--- src/rtl/arbitro_vc.sv ---
// arbitro_vc: four-channel round-robin arbiter between the QoS block and the
// destination FIFO bank.
//
// Ports:
//   clk, rst       rising-edge clock, asynchronous active-low reset
//   enb            global enable (0 = no new grants)
//   error_in       QoS error; moves ACTIVO to the sticky ERROR state
//   idle_in        QoS idle indication (only gates push_out when nothing is in flight)
//   pausa_in       per-channel pause request
//   continuar_in   per-channel resume request
//   empty_in       source FIFO empty flags
//   data_in        source FIFO read data, channel i at [i*DATA_WIDTH +: DATA_WIDTH]
//   pop_out        one-hot source FIFO read strobe
//   push_out       destination write strobe
//   dest_out       destination channel index for the pushed word
//   data_out       pushed word
//   paused_out     per-channel paused flags
//   estado_out     FSM state (00 INICIO, 01 ACTIVO, 10 ERROR)

// Per-channel paused flag: pausa sets, continuar clears, pausa wins a tie.
module arbitro_vc_pausa (
    input  logic clk,
    input  logic rst,
    input  logic pausa_in,
    input  logic continuar_in,
    output logic paused_out
);
    logic paused_d, paused_q;

    always_comb begin
        paused_d = paused_q;
        if (pausa_in)
            paused_d = 1'b1;
        else if (continuar_in)
            paused_d = 1'b0;
    end

    always_ff @(posedge clk or negedge rst) begin
        if (!rst)
            paused_q <= 1'b0;
        else
            paused_q <= paused_d;
    end

    assign paused_out = paused_q;
endmodule

module arbitro_vc #(
    parameter int DATA_WIDTH = 6,
    parameter int NUM_VC     = 4
) (
    input  logic                    clk,
    input  logic                    rst,
    input  logic                    enb,
    input  logic                    error_in,
    input  logic                    idle_in,
    input  logic [3:0]              pausa_in,
    input  logic [3:0]              continuar_in,
    input  logic [3:0]              empty_in,
    input  logic [4*DATA_WIDTH-1:0] data_in,
    output logic [3:0]              pop_out,
    output logic                    push_out,
    output logic [1:0]              dest_out,
    output logic [DATA_WIDTH-1:0]   data_out,
    output logic [3:0]              paused_out,
    output logic [1:0]              estado_out
);
    typedef enum logic [1:0] {
        INICIO = 2'b00,
        ACTIVO = 2'b01,
        ERROR  = 2'b10
    } estado_t;

    estado_t               estado_q, estado_d;
    logic [1:0]            ptr_q, ptr_d;
    logic [3:0]            pop_q, pop_d;
    logic [1:0]            pop_chan_q;    // index of the channel in pop_q
    logic                  vld1_q;        // popped last cycle: data_in valid now
    logic [1:0]            chan1_q;
    logic                  push_q, push_d;
    logic [1:0]            dest_q, dest_d;
    logic [DATA_WIDTH-1:0] data_q, data_d;

    logic [3:0]            paused;
    logic [3:0]            elig;
    logic                  grant_en;
    logic                  gnt_vld;
    logic [1:0]            gnt_idx;
    logic [1:0]            cand;
    logic                  in_flight;
    logic [DATA_WIDTH-1:0] data_vc [NUM_VC];

    // error_in overrides everything, including a grant in the same cycle.
    assign grant_en = (estado_q == ACTIVO) && enb && !error_in;

    for (genvar i = 0; i < NUM_VC; i++) begin : g_vc
        arbitro_vc_pausa u_pausa (
            .clk          (clk),
            .rst          (rst),
            .pausa_in     (pausa_in[i]),
            .continuar_in (continuar_in[i]),
            .paused_out   (paused[i])
        );
        // A channel popped this cycle is skipped: its empty flag lags by one.
        assign elig[i]    = grant_en & ~empty_in[i] & ~paused[i] & ~pop_q[i];
        assign data_vc[i] = data_in[i*DATA_WIDTH +: DATA_WIDTH];
    end

    always_comb begin
        estado_d = estado_q;
        case (estado_q)
            INICIO:  if (enb) estado_d = ACTIVO;
            ACTIVO:  if (error_in) estado_d = ERROR;
            default: estado_d = ERROR;
        endcase
    end

    // Round-robin search starting one past the last granted channel.
    always_comb begin
        gnt_vld = 1'b0;
        gnt_idx = ptr_q;
        cand    = '0;
        for (int k = 1; k <= NUM_VC; k++) begin
            cand = ptr_q + 2'(k);
            if (!gnt_vld && elig[cand]) begin
                gnt_vld = 1'b1;
                gnt_idx = cand;
            end
        end
        pop_d = gnt_vld ? (4'b0001 << gnt_idx) : 4'b0000;
        ptr_d = gnt_vld ? gnt_idx : ptr_q;
    end

    // push_out follows the popped word two cycles later; idle_in can only
    // block a push when nothing is in flight, which never produces one anyway.
    assign in_flight = (|pop_q) | vld1_q;

    always_comb begin
        push_d = vld1_q & (~idle_in | in_flight);
        dest_d = dest_q;
        data_d = data_q;
        if (push_d) begin
            dest_d = chan1_q;
            data_d = data_vc[chan1_q];
        end
    end

    always_ff @(posedge clk or negedge rst) begin
        if (!rst) begin
            estado_q   <= INICIO;
            ptr_q      <= 2'd3;
            pop_q      <= '0;
            pop_chan_q <= '0;
            vld1_q     <= 1'b0;
            chan1_q    <= '0;
            push_q     <= 1'b0;
            dest_q     <= '0;
            data_q     <= '0;
        end else begin
            estado_q   <= estado_d;
            ptr_q      <= ptr_d;
            pop_q      <= pop_d;
            pop_chan_q <= gnt_idx;
            vld1_q     <= |pop_q;
            chan1_q    <= pop_chan_q;
            push_q     <= push_d;
            dest_q     <= dest_d;
            data_q     <= data_d;
        end
    end

    assign pop_out    = pop_q;
    assign push_out   = push_q;
    assign dest_out   = dest_q;
    assign data_out   = data_q;
    assign paused_out = paused;
    assign estado_out = estado_q;
endmodule

--- config.mk ---
export PLATFORM = sky130hd
export DESIGN_NAME = arbitro_vc
export DESIGN_NICKNAME = d
export VERILOG_FILES = /design/src/rtl/arbitro_vc.sv
export SDC_FILE = /design/constraint.sdc
export NUM_CORES = 1
export LEC_CHECK = 0
export CAP_MARGIN = 20
export CORE_MARGIN = 4
export CORE_UTILIZATION = 40
export CTS_CLUSTER_DIAMETER = 60
export DETAILED_ROUTE_END_ITERATION = 8
export PLACE_DENSITY = 0.89
export SYNTH_ARGS = -nofsm -noshare
export SYNTH_HDL_FRONTEND = slang
export SYNTH_SLANG_ARGS = --single-unit
--- constraint.sdc ---
create_clock -name clk -period 2.2 [get_ports clk]
set_clock_uncertainty 0.1 [all_clocks]
set_input_delay 0.22 -clock clk [delete_from_list [all_inputs] [get_ports clk]]
set_output_delay 0.22 -clock clk [all_outputs]
set_load 0.03 [all_outputs]
==> flow_metrics.tcl <==
set metrics [dict create \
    status "completed" \
    cts_resized 0 \
    final_layout_size_suffix_gt1_share_pct 15.92 \
    grt_pass1_wl_mm 4.933 \
    critPathLaunchType "flop" \
    clk_latency_ns 0.32 \
    wl_per_cell_um 14.91 \
    synth_cell_types 29 \
    ios 60 \
    syn_to_final_growth_pct 48.33 \
    grt_max_degree 27 \
    p_leak_nw 0.8006 \
    drtPass1Iterations 4 \
    final_cell_area_um2 1886 \
    pre_cts_ws_ns 0.3522 \
    fill_cells 242 \
    ant_nets 0 \
    antenna_found_initial 0 \
    remaining_drc_errors 0 \
    tritoncts "done" \
    seqCellArea_um2 653.1 \
    final-hold-violation-count 0 \
    nets 199 \
    max_stage_delay_ns 0.71 \
    rsz0062_at_grt "false" \
    cp_num_buf_inv 1 \
    cp_max_fo 5 \
    core_um2 3053 \
    path_delay_family "buffers and inverters" \
    die_y_um 64.38 \
    grt-ovfl-total 0 \
    cts_buffers 3 \
    fp.dieW_um 64.38 \
    cellPowerDensity_nw_per_um2 645.9 \
    critical_path.cell_chain "clkdlybuf4s50_1" \
    post-cts-setup-buffers 0 \
    crit_arrival_ns 1.47 \
    place.gp.congestion 0.8052 \
    finalCriticalPeriod_ns 1.791 \
    rows 20 \
    total_power_w 0.001218 \
    dp_cells 197 \
    port_buffers 58 \
    ys_seq_elements 26 \
    yosys.area.top_type "dfrtp_1" \
    syn_nets 146 \
    hold_buffers 0 \
    report.final.slew_viol_count 0 \
    yosys_warnings 0 \
    grt.total_usage_pct 15.15 \
    wirelength_mm 2.997 \
    cts.sinks 26 \
    gr-usage-met2_pct 27.58 \
    clk_pin_slew_ns 0.13 \
    holdCritPathClass "primary input to async pin" \
    synth_top_cell_area_share_pct 47.24 \
    clock_path_buffers 2 \
    max_slew_margin_pct 62.84 \
    syn-cell-area_um2 1271 \
    ys_seq_area_share_pct 51.38 \
    avgSynthCellArea_um2 12.11 \
    start_util_pct 41.64 \
    place_area_um2 1849 \
    fin_cells 201 \
    worst_slew_pin_slew_ns 0.5532 \
    maxCapViolCount 0 \
    n_antenna_cell 0 \
    criticalPathCategory "flop to output port" \
    setup_ws_ns 0.4094 \
    fmaxAchievable_ghz 0.5585 \
    grt_most_used_layer "met2" \
    detailedPlacementHpwl_mm 2.394 \
    synth_area_leaders "dfrtp_1 47%, mux4_2 11%, mux2_2 7.1%, dfstp_2 4.1%, a21o_1 3.0%" \
    crit_path_top_delay_cell "clkdlybuf4s50_1" \
    met3_usage_pct 4.394 \
    ir_drop_mv 0.2570 \
    setup_tns_ns 0 \
    setup_viol 0 \
    multi_input_area_um2 523.0 \
    period_share_pct 81.39 \
    required_ns 1.88 \
    drt_iter0_drc 23 \
    htree_levels 1 \
    root_buffer "clkbuf_4" \
    grt_pass1_vias 1062 \
    viasPerCell 5.234 \
    die-area_um2 4144 \
    cp-end-kind "output port" \
    netlist_instances 105 \
    met1_usage_pct 16.86 \
    vias 1052 \
]
[placed cells by master (no fill, tap or decap)]
| master | n |
|---|---|
| or3_1 | 3 |
| a21o_1 | 5 |
| or3_4 | 1 |
| o2bb2ai_1 | 1 |
| or4_1 | 1 |
| a221oi_1 | 1 |
| and4bb_2 | 1 |
| o22ai_1 | 3 |
| nand3_1 | 1 |
| a22o_1 | 3 |
| a21oi_1 | 6 |
| mux4_2 | 6 |
| mux2_2 | 8 |
| nor3_2 | 1 |
| clkdlybuf4s50_1 | 58 |
| dfstp_2 | 2 |
| a22oi_1 | 2 |
| o21ai_0 | 5 |
| nor4bb_1 | 1 |
| and3_1 | 1 |
| nor4_1 | 1 |
| clkbuf_8 | 1 |
| nor2_1 | 5 |
| inv_1 | 6 |
| clkbuf_4 | 3 |
| dfrtp_1 | 24 |
| nor3_1 | 2 |
| nand2_1 | 3 |
| buf_4 | 2 |
[metal layers]
metal / part of all wire [%] / vias up
li1: - / 486
met1: 42 / 497
met2: 47 / 62
met3: 10 / 7
met4: 1.4 / 0
met5: 0 / -
[state kept, by name (all words and copies together), names as in the netlist]
signal                   flops
push_out                     1
g_vc.u_pausa.paused_out      4
vld1_q                       1
pop_chan_q                   2
dest_out                     2
data_out                     6
chan1_q                      2
pop_out                      4
ptr_q                        2
estado_out                   2
[where the power goes]
part           leakage [nW]  internal [W]  switching, W  total, W
clock                0.0210      0.000101      0.000133  0.000234
sequential            0.333      0.000540     0.0000642  0.000604
combinational         0.446      0.000217      0.000162  0.000379
total                 0.801      0.000859      0.000359   0.00122
[through the flow]
| step | hold WS, ns | util [%] |
|---|---|---|
| detailed placement | 0.2347 | 60.57 |
| CTS | 0.1726 | 61.76 |
| global route | 0.1840 | 61.76 |
| global placement | 0.2318 | 60.57 |
| finish | 0.1642 | 61.76 |
| floorplan | -0.1756 | - |
[final cells by class]
class | count | area share, %
inverters | 6 | 1.194
repair buffers | 60 | 31.59
flip-flops and latches | 26 | 34.64
clock buffers | 4 | 1.924
well taps | 44 | 2.920
multi-input cells | 61 | 27.74
[path summary, 6_finish.rpt]
kind | start | slack [ns] | to | depth (start not counted)
max | pop_out[1] | 0.41 | pop_out[1] | 1
min | rst | 0.16 | data_out[0] | 2
min in group clk | pop_chan_q[0] | 0.26 | chan1_q[0] | 0
max reg2reg | chan1_q[0] | 0.54 | data_out[0] | 2
max in group asynchronous | rst | 1.54 | ptr_q[1] | 2
min reg2reg | pop_chan_q[0] | 0.26 | chan1_q[0] | 0
[cell families (layout without fill, tap and decap cells)]
group / after synthesis / in the layout / share of synthesized area (%)
AO/OA/AOI/OAI: 26 / 26 / 13.39
buffers and inverters: 18 / 70 / 7.480
flip-flops: 26 / 26 / 51.38
multiplexers: 14 / 14 / 17.72
AND/OR/NAND/NOR: 21 / 21 / 10.04
[synth_stat cells, drive strengths merged]
cell type / number
nor3: 3
or4: 1
or3: 4
nand3: 1
nor2: 5
o21ai: 5
a21o: 5
buf: 9
clkbuf: 3
and4bb: 1
a221oi: 1
a21oi: 6
nor4: 1
a22oi: 2
o2bb2ai: 1
dfrtp: 24
and3: 1
nand2: 3
mux4: 6
dfstp: 2
o22ai: 3
nor4bb: 1
inv: 6
a22o: 3
mux2: 8
(Power assumes the default switching activity.)
